===== src/rtl/mmu_line_arbiter.sv =====
// ---------------------------------------------------------------------------
// mmu_line_arbiter
//
// Memory-side stage below the L1 caches. Accepts 256-bit line requests from
// the I-cache (read only) and the D-cache (read / write-back), arbitrates
// round-robin between them and drives a single-port line-wide BRAM.
//
// Ports
//   sys_clk, rst_n        clock, asynchronous active-low reset
//   i_req_read/i_req_addr I-cache line read request (level) and byte address
//   i_read_done           one-cycle I completion pulse
//   i_read_data           returned I line, held until the next I read
//   d_req_read/d_req_write D-cache read / write-back request (level)
//   d_req_addr/d_write_data D-cache byte address and write line
//   d_read_done/d_write_done one-cycle D completion pulses
//   d_read_data           returned D line, held until the next D read
//   ram_addr/ram_din/ram_we/ram_dout  BRAM line port
//   busy                  high whenever the block is not idle
// ---------------------------------------------------------------------------
module mmu_line_arbiter #(
    parameter int RAM_LATENCY = 2,
    parameter int LINE_ADDR_W = 12
) (
    input  logic                   sys_clk,
    input  logic                   rst_n,
    input  logic                   i_req_read,
    input  logic [31:0]            i_req_addr,
    output logic                   i_read_done,
    output logic [255:0]           i_read_data,
    input  logic                   d_req_read,
    input  logic                   d_req_write,
    input  logic [31:0]            d_req_addr,
    input  logic [255:0]           d_write_data,
    output logic                   d_read_done,
    output logic                   d_write_done,
    output logic [255:0]           d_read_data,
    output logic [LINE_ADDR_W-1:0] ram_addr,
    output logic [255:0]           ram_din,
    output logic                   ram_we,
    input  logic [255:0]           ram_dout,
    output logic                   busy
);

    typedef enum logic [1:0] {
        S_IDLE,
        S_READ_WAIT,
        S_WRITE,
        S_DONE
    } state_t;

    localparam logic       CL_I   = 1'b0;
    localparam logic       CL_D   = 1'b1;
    localparam logic [2:0] LAT_M1 = 3'(RAM_LATENCY - 1);

    state_t r_state;
    state_t w_next;

    logic [2:0] r_cnt;
    logic       r_client;      // client of the transaction in flight
    logic       r_last;        // client granted most recently
    logic       r_after_done;  // previous cycle was DONE

    logic                   w_mask;
    logic                   w_i_elig;
    logic                   w_d_elig;
    logic                   w_can_grant;
    logic                   w_grant;
    logic                   w_gnt_d;
    logic                   w_gnt_wr;
    logic                   w_rd_last;
    logic [LINE_ADDR_W-1:0] w_gnt_line;
    logic                   w_unused;

    // The client just served is blocked while DONE and during the cycle
    // after it: the L1 only drops its request once it has seen done.
    assign w_mask   = (r_state == S_DONE) || r_after_done;
    assign w_i_elig = i_req_read && !(w_mask && (r_last == CL_I));
    assign w_d_elig = (d_req_read || d_req_write) && !(w_mask && (r_last == CL_D));

    // DONE doubles as an arbitration slot so the other client can follow
    // without a dead cycle.
    assign w_can_grant = (r_state == S_IDLE) || (r_state == S_DONE);
    assign w_grant     = w_can_grant && (w_i_elig || w_d_elig);
    assign w_gnt_d     = w_d_elig && (!w_i_elig || (r_last == CL_I));
    assign w_gnt_wr    = w_gnt_d && d_req_write;   // write beats read
    assign w_gnt_line  = w_gnt_d ? d_req_addr[5 +: LINE_ADDR_W]
                                 : i_req_addr[5 +: LINE_ADDR_W];
    assign w_rd_last   = (r_state == S_READ_WAIT) && (r_cnt == 3'd0);

    // Offset bits and bits above the line index are deliberately ignored.
    assign w_unused = ^{i_req_addr, d_req_addr};

    assign busy = (r_state != S_IDLE);

    always_ff @(posedge sys_clk or negedge rst_n) begin
        if (!rst_n) begin
            r_state <= S_IDLE;
        end else begin
            r_state <= w_next;
        end
    end

    always_comb begin
        w_next = r_state;
        case (r_state)
            S_IDLE, S_DONE: begin
                if (w_grant) begin
                    w_next = w_gnt_wr ? S_WRITE : S_READ_WAIT;
                end else begin
                    w_next = S_IDLE;
                end
            end
            S_READ_WAIT: begin
                if (r_cnt == 3'd0) begin
                    w_next = S_DONE;
                end
            end
            S_WRITE: begin
                w_next = S_DONE;
            end
            default: begin
                w_next = S_IDLE;
            end
        endcase
    end

    always_ff @(posedge sys_clk or negedge rst_n) begin
        if (!rst_n) begin
            r_cnt        <= 3'd0;
            r_client     <= CL_I;
            r_last       <= CL_I;
            r_after_done <= 1'b0;
            ram_addr     <= '0;
            ram_din      <= '0;
            ram_we       <= 1'b0;
            i_read_done  <= 1'b0;
            d_read_done  <= 1'b0;
            d_write_done <= 1'b0;
            i_read_data  <= '0;
            d_read_data  <= '0;
        end else begin
            ram_we       <= 1'b0;
            i_read_done  <= 1'b0;
            d_read_done  <= 1'b0;
            d_write_done <= 1'b0;
            r_after_done <= (r_state == S_DONE);

            // The line index and write data are captured here so later
            // changes on the request inputs cannot disturb the transaction.
            if (w_grant) begin
                r_client <= w_gnt_d;
                r_last   <= w_gnt_d;
                ram_addr <= w_gnt_line;
                r_cnt    <= LAT_M1;
                if (w_gnt_wr) begin
                    ram_din <= d_write_data;
                    ram_we  <= 1'b1;
                end
            end else if ((r_state == S_READ_WAIT) && (r_cnt != 3'd0)) begin
                r_cnt <= r_cnt - 3'd1;
            end

            if (w_rd_last) begin
                if (r_client == CL_D) begin
                    d_read_data <= ram_dout;
                    d_read_done <= 1'b1;
                end else begin
                    i_read_data <= ram_dout;
                    i_read_done <= 1'b1;
                end
            end

            if (r_state == S_WRITE) begin
                d_write_done <= 1'b1;
            end
        end
    end

endmodule


===== config.mk =====
export PLATFORM = sky130hd
export DESIGN_NAME = mmu_line_arbiter
export DESIGN_NICKNAME = d
export VERILOG_FILES = /design/src/rtl/mmu_line_arbiter.sv
export SDC_FILE = /design/constraint.sdc
export NUM_CORES = 1
export LEC_CHECK = 0
export BUFFER_PORTS_ARGS = -buffer_cell sky130_fd_sc_hd__buf_2
export CAP_MARGIN = 20
export CORE_AREA = 10 10 517 519
export CTS_CLUSTER_SIZE = 20
export DETAILED_ROUTE_END_ITERATION = 10
export DIE_AREA = 0 0 527 529
export PLACE_DENSITY = 0.38
export SLEW_MARGIN = 30
export SYNTH_ARGS = -nofsm -noshare
export SYNTH_HDL_FRONTEND = slang
export SYNTH_SLANG_ARGS = --single-unit

===== constraint.sdc =====
create_clock -name sys_clk -period 3.3 [get_ports sys_clk]
set_input_delay 0.495 -clock sys_clk [delete_from_list [all_inputs] [get_ports sys_clk]]
set_output_delay 0.495 -clock sys_clk [all_outputs]
set_load 0.02 [all_outputs]

-- Word level (Yosys, flattened, before mapping)
Index checks and enable logic that the tools add are counted.
- $add $sub $neg: 1
- equality and inequality tests: 4
- mux-type cells: 14
- bitwise operators: 1
- reductions and logical operators: 26
- operator list (kind ; count):
    $mux W12 ; 1
    $logic_and A1 B1 Y1 ; 9
    $mux W1 ; 7
    $mux W2 ; 3
    $mux W3 ; 2
    $pmux W2 S3 ; 1
    $reduce_and A2 Y1 ; 3
    $logic_or A1 B1 Y1 ; 5
    $eq A2 B2 Y1 const B ; 2
    $reduce_bool A2 Y1 ; 2
    $logic_not A1 Y1 ; 3
    $logic_not A3 Y1 ; 1
    $reduce_bool A3 Y1 ; 1
    $sub A3 B1 Y3 const B ; 1
    $eq A2 B1 Y1 const B ; 1
    $logic_not A2 Y1 ; 1
    $ne A2 B1 Y1 const B ; 1
    $reduce_or A2 Y1 ; 1
    $not A1 Y1 ; 1
- flip-flop bits (word level): 791
- input bits: 581
- output and inout port bits: 785
- logic and storage cells: 58

-- Logic depth before layout (Yosys ltp)
- depth after elaboration: 12
- mapped depth: 9
- mapped depth without buffers: 7

-- Worst setup path after synthesis
Ideal clock, no wire load.
- path type: register to register
- from: register r_state[0]
- to: register ram_din[226]
- library setup time: 127 ps
- data arrival time: 1796 ps
- data required time: 3173 ps
- slack: 1376 ps
- cell stages (with the launch flop): 8
- path buffers: 2
- period minus slack after synthesis: 1924 ps
- cells stage by stage: dfrtp_1 > ha_1 > o31ai_2 > nand2_2 > nor2_8 > buf_6 > buf_6 > mux2_1
- longest elaborated chain between the ends: 10
- elaborated cells on any way between the ends: 17
- classes of those cells: 1 x eq/ne; 16 x reduce/logical
- ends and longest elaborated chain (item ; line ; RTL):
    start: declaration ; 55 ; state_t r_state;
    start signal: assignment ; 99 ; r_state <= w_next;
    $eq A2 B2 Y1 ; 76, 82 ;
    $logic_or A1 B1 Y1 ; 76 ; assign w_mask = (r_state == S_DONE) || r_after_done;
    $logic_and A1 B1 Y1 ; 77 ; assign w_i_elig = i_req_read && !(w_mask && (r_last == CL_I));
    $logic_not A1 Y1 ; 77 ;
    $logic_and A1 B1 Y1 ; 77 ;
    $logic_not A1 Y1 ; 84 ; assign w_gnt_d = w_d_elig && (!w_i_elig || (r_last == CL_I));
    $logic_or A1 B1 Y1 ; 84 ;
    $logic_and A1 B1 Y1 ; 84 ;
    $logic_and A1 B1 Y1 ; 85 ; assign w_gnt_wr = w_gnt_d && d_req_write;
    $reduce_and A2 Y1 (no line) * ; n/a ;
    end signal: assignment ; 156 ; ram_din <= d_write_data;
    end: declaration ; 38 ; output logic [255:0] ram_din,
Mark *: on every way between the ends. The rest lies on a longest branch, timed or not.
A chain may end at the register's enable or synchronous reset.

-- Worst setup path after layout
- from: register r_state[0]
- to: register ram_din[191]
Same word-level chain as after synthesis.

==> flow_metrics.py <==
metrics = {
    "floorplan": {
        "rows": 186,
        "die_x_um": 527,
        "coreArea_sq_um": 256200,
        "io_pins": 1366,
        "fp.dieH_um": 529,
        "die_area_sq_um": 278800,
        "start_util_pct": 11.61,
    },
    "global_route": {
        "antenna_found_initial": 126,
        "grt_use_total_pct": 11.58,
        "grt_pass1_vias": 27270,
        "grt_start_max_net_pins": 138,
        "grt-ovfl-total": 0,
        "grt_pass1_wl_mm": 230.8,
    },
    "cells_and_area": {
        "layout.cells.non_filler": 7648,
        "area_growth_pct": 65.69,
        "fin_nets": 4739,
        "fillCellCount": 28210,
        "drive_above_1_share_pct": 43.39,
    },
    "setup_path": {
        "r2r-start": "r_state[0]",
        "r2r_setup_slack_ns": 0.59,
        "crit_type": "register to register",
        "startpoint_type": "register",
        "reg2regPathDepth": 6,
        "cp_data_required_time_ns": 3.86,
        "path_max_fanout": 53,
        "worst_r2r_endpoint": "ram_din[191]",
        "cp.arrival_ns": 3.27,
        "endpoint_kind": "register",
    },
    "route": {
        "finalWirelength_mm": 170.1,
        "drtIter0Drc": 1212,
        "via_count": 25250,
        "routedWlPerCell_um": 22.24,
        "dr.pass1.iters": 5,
        "drc_errors": 0,
        "ant_nets": 0,
        "via_per_inst": 3.301,
    },
    "sta": {
        "tns_ns": 0,
        "worst_pin_slew_ns": 0.9464,
        "fin_hold_ws_ns": 0.09020,
        "finClkSkew_ns": 0.04392,
        "rsz0062_at_grt": "no",
        "period_minus_slack_ns": 2.711,
        "fmax_ghz": 0.3689,
        "fin_ws_ns": 0.5893,
        "slew_violations": 0,
        "hold_violations": 0,
        "fin_crit_sh_pct": 82.14,
        "finalSetupViolCount": 0,
        "max_slew_margin_pct": 36.91,
    },
    "power": {
        "switching_share_pct": 42.95,
        "p_leak_nw": 23.51,
        "p_comb_share_pct": 44.1,
        "p_seq_share_pct": 33.7,
        "peakVddDrop_v": 0.0005771,
        "switchingPower_w": 0.02186,
        "power_density_nw_per_um2": 1032,
        "internal_power_w": 0.02904,
        "pwr-share-clk_pct": 22.3,
        "power_w": 0.05089,
    },
    "logic_synthesis": {
        "ys_ff_latch": 791,
        "ys.flop_type": "dfrtp_1",
        "post-synth-top-count-cell": "dfrtp_1",
        "synth_common_cells": "dfrtp_1, nand2_1, mux2_2",
        "synth-edff-count": 0,
        "synth_top_cells_by_area": "dfrtp_1, mux2_2, nand2_1",
        "synth_cell_types": 32,
        "yosys.area.top_type": "dfrtp_1",
        "yosysSeqAreaShare_pct": 66.53,
        "synth_top_area_share_pct": 66.53,
        "syn_inst": 2266,
        "syn-num-nets": 2853,
        "synth_warnings": 0,
        "netlist_area_sq_um": 29750,
        "synthArstFlopShare_pct": 100.0,
        "syn_area_per_cell_sq_um": 13.13,
    },
    "worst_hold_path": {
        "worstHoldPathType": "primary input to register",
        "min_path_cells": 3,
        "hp-start": "ram_dout[57]",
        "holdPathEnd": "d_read_data[57]",
    },
    "clock_tree": {
        "cts_sinks": 791,
        "htree_num_levels": 3,
        "cts_buffers": 97,
        "cts.clk_slew.worst_paths_ns": 0.06,
        "cts-resized-gates": 0,
        "max-clock-path-buffers": 3,
        "cts_tree": "built",
        "hold_buffers": 518,
        "cts_root_buf": "clkbuf_16",
        "worstSkewPairLatency_ns": 0.71,
        "post_cts_buffers": 0,
    },
    "placed_design": {
        "gp_congestion": 0.8296,
        "portBuffers": 1325,
        "place_inst": 6919,
        "hpwl_mm": 137.7,
        "pre_cts_ws_ns": 0.5318,
    },
    "outcome": {
        "status": "completed",
    },
    "job": {
        "maxCapViolCount": 0,
    },
}
## cell type report
cell class                 count  area [sq um]  share of cell area (%)
inverter                       6         30.03                 0.06092
multi-input combinational   1351          9200                   18.66
sequential                   791         19790                   40.16
clock buffer                 141          2843                   5.767
antenna                       35         87.58                  0.1777
tap                         3384          4234                   8.589
timing repair buffer        1905         12570                   25.49
clock inverter                35         538.0                   1.091
## routing by layer
layer	share of wire, %	wire length [um]	GRT usage, %	vias to the layer above
li1	-	-	-	11300
met1	39	65560	13.12	12490
met2	50	84260	20.47	1213
met3	9.6	16370	4.580	217
met4	2.2	3713	2.503	32
met5	0.13	213	0	-
## worst max path at each step
stage                           from            to  slack (ns)  depth (start not counted)
after floorplan           r_state[0]  ram_din[226]        1.38                          7
after global placement    r_state[0]  ram_din[149]        0.62                          6
after detailed placement  r_state[0]  ram_din[161]        0.53                          6
after CTS                 r_state[0]  ram_din[142]        0.46                          6
after global routing      r_state[0]  ram_din[202]        0.42                          6
final                     r_state[0]  ram_din[191]        0.59                          6
## cell families after synthesis
kind of cell    after synthesis  synth area share [%]
simple gates                786                 10.06
xor+xnor                      2               0.05889
compound gates               31                0.6435
buf+inv                     124                 2.599
fa+ha+maj                     6                0.2523
flops                       791                 66.53
mux                         526                 19.86
## metrics by stage
stage / area, sq um / util, %
final: 49290 / 19.24
after global routing: 49240 / 19.22
after CTS: 49210 / 19.20
after detailed placement: 40640 / 15.86
after global placement: 40640 / 15.86
after floorplan: 29750 / -
## flip-flops by register name, summed over array words and instances, names as in the netlist
signal        count
i_read_done       1
d_read_done       1
ram_we            1
d_read_data     256
r_state           2
r_cnt             3
r_after_done      1
i_read_data     256
ram_din         256
ram_addr         12
d_write_done      1
r_last            1
## critical path: stages (launching register included)
cell     delay (ns)
dfrtp_1        0.41
ha_1           0.26
o31ai_2        0.32
nand2_2        0.17
nor2_8         0.60
buf_12         0.36
mux2_1         0.36
## power groups by stage
stage	clock network (W)	logic [W]	registers [W]
2_1_floorplan	0	0.00612	0.0230
3_3_place_gp	0	0.0225	0.0171
3_5_place_dp	0	0.0225	0.0172
4_1_cts	0.0118	0.0231	0.0172
5_1_grt	0.0122	0.0240	0.0178
6_report	0.0113	0.0224	0.0171
## cells in the final DEF, fill, tap and decap left out, types with 3 or more instances in the layout
cell type      synthesis  final
buf_2                 42   1324
dfrtp_1              791    791
nand2_1              771    771
dlygate4sd3_1          0    518
mux2_2               284    284
mux2_1               229    229
clkbuf_16              0     97
buf_4                 14     40
diode_2                0     35
clkbuf_8               0     25
buf_12                 0     22
clkbuf_1              34     19
a21oi_1               15     15
clkinv_2               0     14
mux2i_1               13     13
a31oi_1               12     12
bufinv_16              0      9
ha_1                   6      6
inv_1                  5      5
inv_6                  0      4
nor2b_1                3      3
nor2_1                 3      3
clkinv_16              0      3
Power figures use the tool's default switching activity.
